--- src/rtl/i2c_target_pkg.sv ---
// rtl/i2c_target_pkg.sv - shared state encoding and bus constants for the I2C target
package i2c_target_pkg;

    typedef enum logic [2:0] {
        ST_IDLE     = 3'd0,
        ST_ADDR     = 3'd1,
        ST_ADDR_ACK = 3'd2,
        ST_RX       = 3'd3,
        ST_RX_ACK   = 3'd4,
        ST_TX       = 3'd5,
        ST_TX_ACK   = 3'd6,
        ST_WAIT     = 3'd7
    } state_t;

    localparam logic I2C_ACK  = 1'b0;
    localparam logic I2C_NACK = 1'b1;
    localparam int   RW_BIT   = 0;

    // Address byte carries the 7-bit address in [7:1] and R/W in [0].
    function automatic logic addr_match(input logic [7:0] addr_byte, input logic [6:0] addr);
        return addr_byte[7:1] == addr;
    endfunction

endpackage

--- src/rtl/i2c_cond_det.sv ---
// rtl/i2c_cond_det.sv - SCL/SDA synchronizers, SCL edge and START/STOP detection
module i2c_cond_det (
    input  logic clk,
    input  logic rst,
    input  logic scl,
    input  logic sda,
    output logic sda_level,
    output logic scl_rise,
    output logic scl_fall,
    output logic start_det,
    output logic stop_det
);

    logic [1:0] scl_sync;
    logic [1:0] sda_sync;
    logic       scl_d;
    logic       sda_d;

    // Two synchronizer stages plus one delay stage per line; idle bus level is high.
    always_ff @(posedge clk) begin
        if (rst) begin
            scl_sync <= 2'b11;
            sda_sync <= 2'b11;
            scl_d    <= 1'b1;
            sda_d    <= 1'b1;
        end else begin
            scl_sync <= {scl_sync[0], scl};
            sda_sync <= {sda_sync[0], sda};
            scl_d    <= scl_sync[1];
            sda_d    <= sda_sync[1];
        end
    end

    assign sda_level = sda_sync[1];
    assign scl_rise  =  scl_sync[1] & ~scl_d;
    assign scl_fall  = ~scl_sync[1] &  scl_d;
    // SDA may only move while SCL is held high for START/STOP.
    assign start_det =  scl_sync[1] & scl_d &  sda_d & ~sda_sync[1];
    assign stop_det  =  scl_sync[1] & scl_d & ~sda_d &  sda_sync[1];

endmodule

--- src/rtl/i2c_target.sv ---
// rtl/i2c_target.sv - single-address I2C target with byte receive port and read-fetch handshake
module i2c_target
    import i2c_target_pkg::*;
#(
    parameter logic [6:0] ADDR = 7'h42
) (
    input  logic       clk,
    input  logic       rst,
    input  logic       enable,
    input  logic       SCL,
    input  logic       SDA,
    output logic       SDA_pull,
    output logic [7:0] rx_data,
    output logic       rx_valid,
    output logic       tx_req,
    input  logic [7:0] tx_data,
    output logic       addressed,
    output logic       busy
);

    logic sda_level, scl_rise, scl_fall, start_det, stop_det;

    i2c_cond_det u_cond_det (
        .clk       (clk),
        .rst       (rst),
        .scl       (SCL),
        .sda       (SDA),
        .sda_level (sda_level),
        .scl_rise  (scl_rise),
        .scl_fall  (scl_fall),
        .start_det (start_det),
        .stop_det  (stop_det)
    );

    state_t     state, state_d;
    logic [2:0] bit_cnt, bit_cnt_d;
    logic [6:0] shreg, shreg_d;
    logic [7:0] tx_shift, tx_shift_d;
    logic       rw, rw_d;
    logic       ack_pend, ack_pend_d;
    logic       pull_d, rx_valid_d, tx_req_d, addressed_d, busy_d;
    logic [7:0] rx_data_d;
    logic [7:0] rx_byte;

    // The byte completed by the current SCL rise.
    assign rx_byte = {shreg, sda_level};

    // Control registers; enable low behaves like reset so the target drops off the bus.
    always_ff @(posedge clk) begin
        if (rst || !enable) begin
            state     <= ST_IDLE;
            bit_cnt   <= 3'd0;
            shreg     <= 7'd0;
            tx_shift  <= 8'd0;
            rw        <= 1'b0;
            ack_pend  <= 1'b0;
            SDA_pull  <= 1'b0;
            rx_valid  <= 1'b0;
            tx_req    <= 1'b0;
            addressed <= 1'b0;
            busy      <= 1'b0;
        end else begin
            state     <= state_d;
            bit_cnt   <= bit_cnt_d;
            shreg     <= shreg_d;
            tx_shift  <= tx_shift_d;
            rw        <= rw_d;
            ack_pend  <= ack_pend_d;
            SDA_pull  <= pull_d;
            rx_valid  <= rx_valid_d;
            tx_req    <= tx_req_d;
            addressed <= addressed_d;
            busy      <= busy_d;
        end
    end

    // Received byte survives enable going low; only a real reset clears it.
    always_ff @(posedge clk) begin
        if (rst) begin
            rx_data <= 8'h00;
        end else if (enable) begin
            rx_data <= rx_data_d;
        end
    end

    // Next-state logic: STOP, then START, then the per-state SCL-edge handling.
    always_comb begin
        state_d     = state;
        bit_cnt_d   = bit_cnt;
        shreg_d     = shreg;
        tx_shift_d  = tx_shift;
        rw_d        = rw;
        ack_pend_d  = ack_pend;
        pull_d      = SDA_pull;
        rx_data_d   = rx_data;
        rx_valid_d  = 1'b0;
        tx_req_d    = 1'b0;
        addressed_d = addressed;
        busy_d      = busy;

        if (stop_det) begin
            state_d     = ST_IDLE;
            pull_d      = 1'b0;
            busy_d      = 1'b0;
            addressed_d = 1'b0;
            ack_pend_d  = 1'b0;
        end else if (start_det) begin
            state_d     = ST_ADDR;
            bit_cnt_d   = 3'd0;
            pull_d      = 1'b0;
            busy_d      = 1'b1;
            addressed_d = 1'b0;
            ack_pend_d  = 1'b0;
        end else begin
            case (state)
                ST_ADDR, ST_RX: begin
                    // ack_pend marks "8 bits in, waiting for SCL low to drive the ACK".
                    if (scl_rise && !ack_pend) begin
                        shreg_d   = rx_byte[6:0];
                        bit_cnt_d = bit_cnt + 3'd1;
                        if (bit_cnt == 3'd7) begin
                            if (state == ST_RX) begin
                                rx_data_d  = rx_byte;
                                rx_valid_d = 1'b1;
                                ack_pend_d = 1'b1;
                            end else if (addr_match(rx_byte, ADDR)) begin
                                rw_d       = rx_byte[RW_BIT];
                                ack_pend_d = 1'b1;
                            end else begin
                                state_d = ST_WAIT;
                            end
                        end
                    end else if (scl_fall && ack_pend) begin
                        ack_pend_d = 1'b0;
                        pull_d     = 1'b1;
                        if (state == ST_RX) begin
                            state_d = ST_RX_ACK;
                        end else begin
                            state_d     = ST_ADDR_ACK;
                            addressed_d = 1'b1;
                        end
                    end
                end
                ST_ADDR_ACK: begin
                    if (scl_rise && rw) begin
                        tx_req_d = 1'b1;
                    end else if (scl_fall) begin
                        bit_cnt_d = 3'd0;
                        if (rw) begin
                            tx_shift_d = tx_data;
                            pull_d     = ~tx_data[7];
                            state_d    = ST_TX;
                        end else begin
                            pull_d  = 1'b0;
                            state_d = ST_RX;
                        end
                    end
                end
                ST_RX_ACK: begin
                    if (scl_fall) begin
                        pull_d    = 1'b0;
                        bit_cnt_d = 3'd0;
                        state_d   = ST_RX;
                    end
                end
                ST_TX: begin
                    // bit_cnt counts bits already clocked out; the MSB is on the wire at entry.
                    if (scl_fall) begin
                        if (bit_cnt == 3'd7) begin
                            pull_d    = 1'b0;
                            bit_cnt_d = 3'd0;
                            state_d   = ST_TX_ACK;
                        end else begin
                            tx_shift_d = {tx_shift[6:0], 1'b0};
                            pull_d     = ~tx_shift[6];
                            bit_cnt_d  = bit_cnt + 3'd1;
                        end
                    end
                end
                ST_TX_ACK: begin
                    if (scl_rise && !ack_pend) begin
                        if (sda_level == I2C_ACK) begin
                            tx_req_d   = 1'b1;
                            ack_pend_d = 1'b1;
                        end else begin
                            state_d     = ST_WAIT;
                            addressed_d = 1'b0;
                        end
                    end else if (scl_fall && ack_pend) begin
                        ack_pend_d = 1'b0;
                        tx_shift_d = tx_data;
                        pull_d     = ~tx_data[7];
                        bit_cnt_d  = 3'd0;
                        state_d    = ST_TX;
                    end
                end
                default: begin
                end
            endcase
        end
    end

endmodule

--- config.mk ---
export PLATFORM = sky130hd
export DESIGN_NAME = i2c_target
export DESIGN_NICKNAME = d
export VERILOG_FILES = /design/src/rtl/i2c_target_pkg.sv /design/src/rtl/i2c_cond_det.sv /design/src/rtl/i2c_target.sv
export SDC_FILE = /design/constraint.sdc
export NUM_CORES = 1
export LEC_CHECK = 0
export BUFFER_PORTS_ARGS = -buffer_cell sky130_fd_sc_hd__buf_2
export CAP_MARGIN = 20
export CORE_MARGIN = 2
export CORE_UTILIZATION = 40
export CTS_CLUSTER_DIAMETER = 200
export CTS_CLUSTER_SIZE = 10
export DETAILED_ROUTE_END_ITERATION = 7
export PLACE_DENSITY = 0.55
export SLEW_MARGIN = 20
export SYNTH_ARGS = -nofsm -noshare
export SYNTH_HDL_FRONTEND = slang
export SYNTH_SLANG_ARGS = --single-unit
--- constraint.sdc ---
create_clock -name clk -period 2.4 [get_ports clk]
set_clock_uncertainty 0.15 [all_clocks]
set_input_delay 0.72 -clock clk [delete_from_list [all_inputs] [get_ports clk]]
set_output_delay 0.72 -clock clk [all_outputs]
set_load 0.01 [all_outputs]
# Word-level counts from Yosys, hierarchy flattened
# Cells that the tools add are included.
totals:
  reg_bits: 41
  latch_bits: 0
  mem_bits_rw: 0
  romBits: 0
  memories: 0
classes:
  addsub: 1
  mul: 0
  div: 0
  order_cmp: 0
  eq_ne: 44
  shifts: 0
  mux: 64
  n_bitwise: 19
  n_reduce_logical: 24
op_table:
  columns: ["op", "count"]
  rows:
  - ["2-to-1 mux 3 bit", 23]
  - ["2-to-1 mux 7 bit", 7]
  - ["!= test 3 bit (second input constant)", 14]
  - ["case mux 3 bit (5 select lines)", 2]
  - ["2-to-1 mux 1 bit", 27]
  - ["!= test 2 bit (second input constant)", 13]
  - ["!= test 4 bit (second input constant)", 6]
  - ["AND reduction 12 bit", 2]
  - ["case mux 7 bit (3 select lines)", 1]
  - ["AND reduction 7 bit", 3]
  - ["== test 3 bit (second input constant)", 4]
  - ["inverter 1 bit", 12]
  - ["AND reduction 10 bit", 1]
  - ["AND reduction 9 bit", 1]
  - ["AND reduction 4 bit", 2]
  - ["bitwise AND 1 bit", 7]
  - ["== test 7 bit (second input constant)", 1]
  - ["== test 3 x 2 -> 1 bit (second input constant)", 2]
  - ["case mux 1 bit (2 select lines)", 3]
  - ["AND reduction 6 bit", 1]
  - ["nonzero test 6 bit", 1]
  - ["OR reduction 6 bit", 1]
  - ["case mux 1 bit (5 select lines)", 1]
  - ["nonzero test 5 bit", 1]
  - ["12 further kinds", 16]

# Depth between registers and ports, before layout
# Gate-level depths: netlist of run 1.
depth:
  depth_word: 7
  depth_mapped: 9

# Cells and area by module
# A second synthesis of run 1 with hierarchy kept.
unflattened:
  cells_unflattened: 231
  hier_area_um2: 2109.5
by_module_without_submodules:
  columns: ["module", "n_inst", "cells_per_inst", "area_each_um2", "seq_area_each_um2"]
  rows:
  - ["i2c_target", 1, 215, 1919.3, 700.7]
  - ["i2c_cond_det", 1, 16, 190.2, 120.1]

# Worst setup path before layout of run 1
# OpenSTA, ideal clock, no wires.
synth_timing:
  path_type: "register to register"
  from: "register bit_cnt[0]"
  to: "register state[2]"
  setup_ns: 0.074
  arrival_time_ns: 1.817
  required_ns: 2.176
  setup_slack_ns: 0.359
  stages_incl_launch_ff: 9
  path_buffers: 0
  path_cell_list: "dfxtp_1 > ha_1 > ha_1 > nand2b_1 > o21ai_1 > a221oi_4 > o211ai_4 > or3_1 > a31oi_1"
synth_via:
  elab_chain_len: 3
  elab_cells_between_ends: 4
  cone_classes: "eq/ne: 3; reduce/logical: 1"
synth_lines:
  columns: ["item", "line", "text"]
  rows:
  - ["from (decl)", "i2c_target.sv:36", "logic [2:0] bit_cnt, bit_cnt_d;"]
  - ["from (signal assigned)", "i2c_target.sv:64", "bit_cnt <= bit_cnt_d;"]
  - ["== test 3 bit *", "i2c_target.sv:121, i2c_target.sv:169", null]
  - ["!= test 3 bit (no source line) or != test 2 bit (tied branches)", null, null]
  - ["AND reduction 12 bit (no source line) *", null, null]
  - ["to (signal assigned)", "i2c_target.sv:63", "state <= state_d;"]
  - ["to (decl)", "i2c_target.sv:35", "state_t state, state_d;"]
# Every way passes the cells marked *; elsewhere a longest branch is shown, timed or not.
# A chain may end at the register's enable or synchronous reset.

# Final worst setup path of run 1
layout_timing:
  from: "register u_cond_det.scl_d"
  to: "register state[2]"
layout_via:
  elab_chain_len: 5
  elab_cells_between_ends: 26
  cone_classes: "eq/ne: 10; mux: 3; bitwise: 8; reduce/logical: 5"
layout_lines:
  columns: ["item", "line", "text"]
  rows:
  - ["from (decl)", "i2c_cond_det.sv:16", "logic scl_d;"]
  - ["from (signal assigned)", "i2c_cond_det.sv:29", "scl_d <= scl_sync[1];"]
  - ["inverter 1 bit", "i2c_cond_det.sv:35", "assign scl_rise = scl_sync[1] & ~scl_d;"]
  - ["bitwise AND 1 bit", "i2c_cond_det.sv:35", null]
  - ["logical AND 1 bit (on tied branches)", "i2c_target.sv:118, i2c_target.sv:181, i2c_target.sv:145", null]
  - ["!= test 3 x 2 -> 1 bit (no source line) (tied with other cells)", null, null]
  - ["AND reduction 12 bit (no source line) or case mux 3 bit (5 select lines) (tied branches)", null, null]
# Several ways; a longest one is shown, not always the timed one.

==> flow_metrics.tcl, run 1 <==
set metrics [dict create \
    wl_per_cell_um 13.6 \
    ys_async_sr_fraction 0 \
    arrival_ns 2.21 \
    die_x_um 76.4 \
    ys.flop_type "dfxtp_1" \
    tightest_slew_ns 0.470 \
    antenna_cells 0 \
    dr.pass1.iters 4 \
    synth_top_cell_by_area "dfxtp_1" \
    yosysSeqAreaShare 0.392 \
    whs_ns 0.266 \
    routed_wl_mm 4.66 \
    startpoint_type "register" \
    fillers 529 \
    clkSlewWorstSetupHoldPaths_ns 0.09 \
    cp.required_ns 2.48 \
    fp-row-count 26 \
    yosys-top-cells-area "dfxtp_1, mux2i_1, nand2_1" \
    syn_inst 245 \
    cts_buffers 5 \
    area_delta_synth_final_pct 15.2 \
    h-tree-depth 2 \
    dp_slack_ns 0.240 \
    cts_tree "done" \
    synth.most_common_cell "dfxtp_1" \
    worstSkewPairLatency_ns 0.30 \
    fin_nets 287 \
    clock_path_buffers 2 \
    dpl-instance-area_sq_mm 0.00230 \
    p_per_area_mw_per_mm2 560 \
    ir_drop_uv 343 \
    rsz0062_at_grt "no" \
    yosys_warnings 0 \
    r2r_slack_ns 0.27 \
    fin_cells 343 \
    antenna_found_initial 0 \
    setup_tns_ns 0 \
    antenna_left 0 \
    synthTopCellsByCount "dfxtp_1, nand2_1, nor2_1" \
    drc_errors 0 \
    cts-root-buf "clkbuf_8" \
    fmax_mhz 469 \
    core_region_area_sq_mm 0.00507 \
    grt_start_max_net_pins 18 \
    vias 1795 \
    grt_pass1_wl_mm 8.14 \
    final_max_slew_viol_count 0 \
    period_minus_slack_ns 2.13 \
    gp_congestion 0.844 \
    grt_util_all_layers 0.173 \
    placed_cells_incl_taps 335 \
    hp-class "register to register" \
    postCtsHoldBufs 0 \
    synthesis.nets 260 \
    die_area_sq_mm 0.00583 \
    synth_top_area_frac 0.392 \
    grt_pass1_vias 1775 \
    postCtsSetupRepairBufs 0 \
    boundaryPins 26 \
    yosys.cell_types.count 50 \
    port_buffers 25 \
    hpwl_mm 3.37 \
    fin_area_sq_mm 0.00241 \
    synthesis.area_sq_mm 0.00209 \
    outcome "complete, no violations" \
    cp_max_fo 11 \
    clock-sinks 41 \
    synth-edff-count 0 \
    drive_above_1_share 0.234 \
    grt_overflow 0 \
    fin_crit_sh 0.888 \
    end_kind "register" \
    drtIter0Drc 137 \
    final-hold-violation-count 0 \
    synth_seq_cells 41 \
    die_h_um 76.4 \
    avgSynthCellArea_sq_um 8.55 \
    crit_type "register to register" \
    cap_violations 0 \
    setup_viol 0 \
    vias_per_cell 5.23 \
    p_leak_nw 0.920 \
    start_util 0.413 \
    worst_slack_ns 0.268 \
    slew_headroom 0.686 \
]
==> layer usage <==
layer / wire length [um] / global-route usage / part of all wire
met1: 2250 / 0.220 / 0.48
met2: 2100 / 0.276 / 0.45
met3: 193 / 0.0379 / 0.041
met4: 116 / 0.0909 / 0.025
met5: 0 / 0 / 0
==> worst paths after layout <==
kind | cells after the start | from | endpoint
worst min-delay path | 1 | u_cond_det.sda_sync[0] | u_cond_det.sda_sync[1]
worst max register to register | 6 | u_cond_det.scl_d | state[2]
worst max-delay path | 6 | u_cond_det.scl_d | state[2]
worst min register to register | 1 | u_cond_det.sda_sync[0] | u_cond_det.sda_sync[1]
==> worst max-delay path, cell delays in order, from the launching register on <==
cell and delay (ns):
dfxtp_1 0.53, and2b_1 0.28, o21ai_1 0.12, a221oi_4 0.33, o211ai_4 0.13, or3_1 0.36
a31oi_1 0.16
==> stage by stage <==
stage | utilization | power (mW)
after floorplan | - | 0.772
after global placement | 0.453 | 0.802
after detailed placement | 0.453 | 0.801
after CTS | 0.475 | 1.37
after global routing | 0.475 | 1.42
final | 0.475 | 1.35
==> flip-flops by register name (all words and copies together) (netlist names), 2 cells and up <==
register,count
tx_shift,7
state,3
rx_data,8
u_cond_det.sda_sync,2
u_cond_det.scl_sync,2
shreg,7
bit_cnt,3
==> logic make-up (layout without fill, tap and decap cells) <==
family	after synthesis	count (layout)	synth area share
adders and majority gates	2	2	0.0119
buffers and inverters	19	47	0.0526
muxes	13	13	0.0621
DFF	41	41	0.392
AOI/OAI and AO/OA	52	52	0.195
and+or+nand+nor	117	117	0.283
xor gates and xnor gates	1	1	0.00418
==> power breakdown <==
part	switching [mW]	internal (mW)
combinational	0.0505	0.0381
clock	0.254	0.312
sequential	0.00978	0.686
==> layout make-up <==
cell class,count,area [sq um],area share
clock buffers,5,68.8,0.0285
clock inverters,3,43.8,0.0182
inverters,1,3.75,0.00156
multi-input cells,185,1160,0.482
flip-flops and latches,41,822,0.341
well taps,70,87.6,0.0363
repair buffers,38,223,0.0923
==> cells in the final DEF, fill, tap and decap left out, drive strengths merged, types with 2 or more instances in the layout <==
| master | instances |
|---|---|
| nand3 | 14 |
| inv | 2 |
| o21a | 2 |
| nor4b | 2 |
| o211ai | 3 |
| or2 | 7 |
| nand2 | 31 |
| nand2b | 12 |
| mux2i | 13 |
| a21boi | 2 |
| ha | 2 |
| nand3b | 2 |
| buf | 38 |
| a221oi | 2 |
| nor3 | 4 |
| nor2 | 32 |
| a311oi | 6 |
| o21ai | 11 |
| a211oi | 3 |
| dfxtp | 41 |
| or3 | 3 |
| nor3b | 4 |
| a21oi | 14 |
| clkbuf | 5 |
| nor2b | 3 |
==> timing repair <==
item / in CTS / in global routing
hold endpoints to repair: 0 / 0
endpoints found under the setup margin: 0 / 1
resized for setup: 0 / 1
No activity file was read; power rests on OpenSTA's default activity.
==> run 2, diff against run 1 <==
SYNTH_HIERARCHICAL = 1   (was unset)
==> flow_metrics.tcl, run 2 <==
set metrics [dict create \
    synth.most_common_cell "dfxtp_1" \
    synth-edff-count 0 \
    antenna_cells 0 \
    fillers 525 \
    top_layer_used "met4" \
    synthesis.nets 247 \
    drive_above_1_share 0.254 \
    postCtsHoldBufs 0 \
    critPathCapture "state[2]" \
    setup_viol 0 \
    sw_frac_of_total 0.210 \
    pwr-share-seq 0.481 \
    port_buffers 25 \
    worstReg2RegEnd "state[2]" \
    dp_slack_ns 0.256 \
    cp_max_fo 12 \
    syn_inst 231 \
    placed_cells_incl_taps 326 \
    outcome "complete, no violations" \
    fin_nets 279 \
    whs_ns 0.258 \
    final-hold-violation-count 0 \
    grt_start_max_net_pins 16 \
    yosys-top-cells-area "dfxtp_1, mux2i_1, a21oi_1" \
    synthTopCellsByCount "dfxtp_1, nand2_1, nor2_1" \
    p_sw_uw 300 \
    die_h_um 76.6 \
    r2r-start "state[0]" \
    drc_errors 0 \
    grt_pass1_wl_mm 7.86 \
    postCtsSetupRepairBufs 0 \
    final_max_slew_viol_count 0 \
    cts_buffers 5 \
    wl_met3_um 230 \
    antenna_left 0 \
    top_regs "rx_data (8), shreg (7), tx_shift (7)" \
    fin_crit_sh 0.908 \
    p_comb_frac 0.045 \
    yosys_warnings 6 \
    synthesis.area_sq_mm 0.00211 \
    crit_start "state[0]" \
    gp_congestion 0.938 \
    ctsResizeCount 0 \
    die_x_um 76.6 \
    area_delta_synth_final_pct 17.3 \
    rsz0062_at_grt "no" \
    hp-class "register to register" \
    cap_violations 0 \
    slew_headroom 0.698 \
    start_util 0.413 \
    avgSynthCellArea_sq_um 9.13 \
    die_area_sq_mm 0.00587 \
    h-tree-depth 2 \
    cts-root-buf "clkbuf_8" \
    fmax_mhz 459 \
    startpoint_type "register" \
    clock_path_buffers 2 \
    p_per_area_mw_per_mm2 579 \
    regMostFlops "rx_data" \
    r2r_slack_ns 0.22 \
    yosys.cell_types.count 58 \
    synth_seq_cells 41 \
    worstSkewPairLatency_ns 0.30 \
    ys_async_sr_fraction 0 \
    p_leak_nw 0.968 \
    vias_per_cell 5.18 \
    arrival_ns 2.25 \
    clock-sinks 41 \
    intPower_mw 1.13 \
    cp.required_ns 2.48 \
    drtIter0Drc 144 \
    setup_tns_ns 0 \
    dr.pass1.iters 4 \
    hpwl_mm 3.43 \
    wl_met2_mm 1.92 \
    vias 1731 \
    period_minus_slack_ns 2.18 \
    clkPwrFrac 0.474 \
    synth_top_cell_by_area "dfxtp_1" \
    worst_slack_ns 0.222 \
    yosysSeqAreaShare 0.389 \
    ir_drop_uv 301 \
    synth_top_area_frac 0.389 \
    crit_type "register to register" \
    wl_per_cell_um 13.9 \
    grt_util_all_layers 0.168 \
    layout_commonest_cell "dfxtp_1" \
    tightest_slew_ns 0.447 \
    rr_worst_depth 6 \
    grt_pass1_vias 1564 \
    largest_reg_flops 8 \
    clkSlewWorstSetupHoldPaths_ns 0.08 \
    routed_wl_mm 4.64 \
    ys.flop_type "dfxtp_1" \
    layout_common_cells "dfxtp_1, buf_2, nand2_1, nor2_1" \
    wl_met1_mm 2.41 \
    fp-row-count 26 \
    antenna_found_initial 0 \
    multi_input_area_sq_mm 0.00119 \
    core_region_area_sq_mm 0.00511 \
    boundaryPins 26 \
    fin_cells 334 \
    regArea_sq_um 821 \
    end_kind "register" \
    cts_tree "done" \
    grt_overflow 0 \
]
-- run 2: changes by cell type in the layout (fill, tap and decap cells not counted), moves of 6 or more --
| cell | previous run | this run |
|---|---|---|
| mux2_2 | 0 | 6 |
| nand2_1 | 31 | 21 |
| nand2b_1 | 12 | 3 |
| nor2_1 | 31 | 19 |
| or2_1 | 0 | 7 |
| or2_2 | 7 | 0 |
-- run 2: power groups by stage --
stage / Combinational, mW / Sequential [mW] / Clock (mW)
after floorplan: 0.0379 / 0.703 / 0
after global placement: 0.0637 / 0.704 / 0
after detailed placement: 0.0635 / 0.704 / 0
after CTS: 0.0639 / 0.688 / 0.691
after global routing: 0.0705 / 0.689 / 0.731
final: 0.0644 / 0.688 / 0.679
-- run 2: logic make-up (layout without fill, tap and decap cells) --
group	Yosys count	in the layout	share of synthesized area
AND/OR/NAND/NOR	93	93	0.259
AO/OA/AOI/OAI	52	52	0.173
flip-flops	41	41	0.389
multiplexers	22	22	0.108
buffers and inverters	19	52	0.0492
adder cells (fa/ha/maj)	3	3	0.0178
XOR/XNOR	1	1	0.00415
-- run 2: metal layers --
metal	track usage	vias to the layer above
li1	-	891
met1	0.244	791
met5	0	-
met3	0.0427	7
met4	0.0782	0
met2	0.231	42
-- run 2: final cells by class --
type                    count  share of cell area
repair buffers             37              0.0870
clock inverters             3              0.0278
multi-input cells         171               0.480
well taps                  70              0.0354
flip-flops and latches     41               0.332
inverters                   7              0.0106
clock buffers               5              0.0278
-- run 2: metrics by stage --
| stage | utilization | instance area [sq um] | total power [mW] |
|---|---|---|---|
| global route | 0.485 | 2470 | 1.49 |
| CTS | 0.484 | 2470 | 1.44 |
| global placement | 0.457 | 2330 | 0.768 |
| detailed placement | 0.457 | 2330 | 0.768 |
| floorplan | - | 2110 | 0.741 |
| finish | 0.485 | 2470 | 1.43 |
-- run 2: worst min-delay path by stage --
stage | slack [ns] | depth (start not counted) | start | end
floorplan | 0.23 | 1 | u_cond_det/scl_sync[0] | u_cond_det/scl_sync[1]
global placement | 0.24 | 1 | u_cond_det/sda_sync[0] | u_cond_det/sda_sync[1]
detailed placement | 0.24 | 1 | u_cond_det/scl_sync[0] | u_cond_det/scl_sync[1]
CTS | 0.26 | 1 | u_cond_det/scl_sync[0] | u_cond_det/scl_sync[1]
global route | 0.28 | 1 | u_cond_det/sda_sync[0] | u_cond_det/sda_sync[1]
finish | 0.26 | 1 | u_cond_det/scl_sync[0] | u_cond_det/scl_sync[1]
-- run 2: worst max-delay path, cell delays in order (launching register included) --
cell and delay (ns):
dfxtp_1 0.51, buf_4 0.26, o21a_1 0.13, o31a_1 0.15
o2111ai_2 0.21, or4_1 0.52, a21oi_1 0.17
==> run 3, diff against run 2 <==
CELL_PAD_IN_SITES_DETAIL_PLACEMENT = 1   (was unset)
CELL_PAD_IN_SITES_GLOBAL_PLACEMENT = 2   (was unset)
CORE_UTILIZATION = 35   (was 40)
PLACE_DENSITY = 0.74   (was 0.55)
==> flow_metrics.tcl, run 3 (synthesized netlist as in run 2, its figures left out) <==
set metrics [dict create \
    dp_slack_ns 0.204 \
    clock_path_buffers 2 \
    slew_headroom 0.686 \
    layout_commonest_cell "dfxtp_1" \
    routed_wl_mm 5.36 \
    min_from "u_cond_det/scl_sync[0]" \
    die_x_um 81.6 \
    area_delta_synth_final_pct 17.1 \
    multi_input_area_sq_mm 0.00119 \
    layout_common_cells "dfxtp_1, buf_2, nand2_1, nor2_1" \
    p_leak_nw 0.971 \
    fin_nets 283 \
    crit_type "register to register" \
    critPathBufInv 1 \
    antenna_found_initial 0 \
    worst_slack_ns 0.257 \
    boundaryPins 26 \
    grt_pass1_vias 1783 \
    period_minus_slack_ns 2.14 \
    core_region_area_sq_mm 0.00589 \
    fp-row-count 28 \
    clkSlewWorstSetupHoldPaths_ns 0.08 \
    grt_pass1_wl_mm 8.92 \
    cp.required_ns 2.48 \
    outcome "complete, no violations" \
    rr_worst_depth 6 \
    hpwl_mm 4.03 \
    regMostFlops "rx_data" \
    rsz0062_at_grt "no" \
    final-hold-violation-count 0 \
    ctsResizeCount 0 \
    h-tree-depth 2 \
    fin_crit_sh 0.893 \
    worst_path_max_delay_cell "dfxtp_1" \
    wl_per_cell_um 15.6 \
    regArea_sq_um 821 \
    cts_tree "done" \
    worstReg2RegEnd "state[2]" \
    cap_violations 0 \
    postCtsHoldBufs 0 \
    largest_reg_flops 8 \
    whs_endpoint "u_cond_det/scl_sync[1]" \
    ir_drop_uv 333 \
    vias_per_cell 5.26 \
    clock-sinks 41 \
    startpoint_type "register" \
    cts_buffers 5 \
    hp-class "register to register" \
    setup_tns_ns 0 \
    fillers 706 \
    end_kind "register" \
    drive_above_1_share 0.265 \
    grt_util_all_layers 0.175 \
    dr.pass1.iters 4 \
    cp_max_fo 12 \
    arrival_ns 2.22 \
    die_h_um 81.6 \
    cp_slowest_stage_delay_ns 0.59 \
    placed_cells_incl_taps 335 \
    cts-root-buf "clkbuf_8" \
    final_max_slew_viol_count 0 \
    dpl-instance-area_sq_mm 0.00237 \
    setup_viol 0 \
    tightest_slew_ns 0.471 \
    grt_overflow 0 \
    fin_area_sq_mm 0.00247 \
    antenna_left 0 \
    antenna_cells 0 \
    p_per_area_mw_per_mm2 504 \
    drc_errors 0 \
    worstSkewPairLatency_ns 0.30 \
    gp_congestion 0.849 \
    postCtsSetupRepairBufs 0 \
    port_buffers 25 \
    r2r_slack_ns 0.26 \
    min_path_cells 1 \
    utilization 0.420 \
    vias 1804 \
    r2r-start "state[0]" \
    fmax_mhz 467 \
    grt_start_max_net_pins 16 \
    die_area_sq_mm 0.00666 \
    cpLargestDelayFamily "compound AO/OA/AOI/OAI gates" \
    drtIter0Drc 95 \
    fin_cells 343 \
    top_regs "rx_data (8), shreg (7), tx_shift (7)" \
    start_util 0.358 \
    crit_chain "buf_4 -> o21a_1 -> o31a_1 -> o2111ai_2 -> or4_1 -> a21oi_1" \
]
## run 3: cell count changes in the layout (fill, tap and decap cells not counted), sizes merged
cell    before  now
buf         37   41
bufinv       2    0
clkinv       0    2
inv          8    7
clkbuf       5    6
## run 3: metal layers
metal | vias up | track usage | wire length, um
met3 | 8 | 0.0396 | 192
met2 | 28 | 0.267 | 2380
li1 | 897 | - | -
met5 | - | 0 | 0
met1 | 871 | 0.245 | 2710
met4 | 0 | 0.0533 | 77
## run 3: how the worst max path moves through the flow
stage               slack, ns              startpoint  cells after the start  endpoint
finish                   0.26                state[0]                      6  state[2]
global route             0.11                state[0]                      6  state[2]
CTS                      0.18  u_cond_det/scl_sync[1]                      6  state[2]
detailed placement       0.20  u_cond_det/scl_sync[1]                      6  state[2]
global placement         0.30                     rst                      6  ack_pend
floorplan                0.38                     rst                      5        rw
## run 3: area by class of cell
class	count	share of cell area
multi-input cells	171	0.481
flip-flops and latches	41	0.332
repair buffers	41	0.0993
well taps	75	0.0380
clock buffers	6	0.0334
inverters	7	0.0106
clock inverters	2	0.00557
## run 3: through the flow
stage	power [mW]	hold WS, ns
floorplan	0.741	0.233
global placement	0.774	0.236
detailed placement	0.774	0.247
CTS	1.26	0.267
global route	1.29	0.295
finish	1.24	0.260
## run 3: worst reg2reg max path: stages (launching register included)
cell and delay [ns]:
dfxtp_1 0.59, buf_4 0.23, o21a_1 0.11, o31a_1 0.12
o2111ai_2 0.20, or4_1 0.50, a21oi_1 0.17
## run 3: power breakdown
part           switching, mW  leakage [nW]  internal (mW)  total (mW)
registers            0.00396         0.331          0.685       0.689
clock network          0.254        0.0512          0.233       0.487
logic                 0.0388         0.588         0.0305      0.0693
total                  0.296         0.971          0.948        1.24
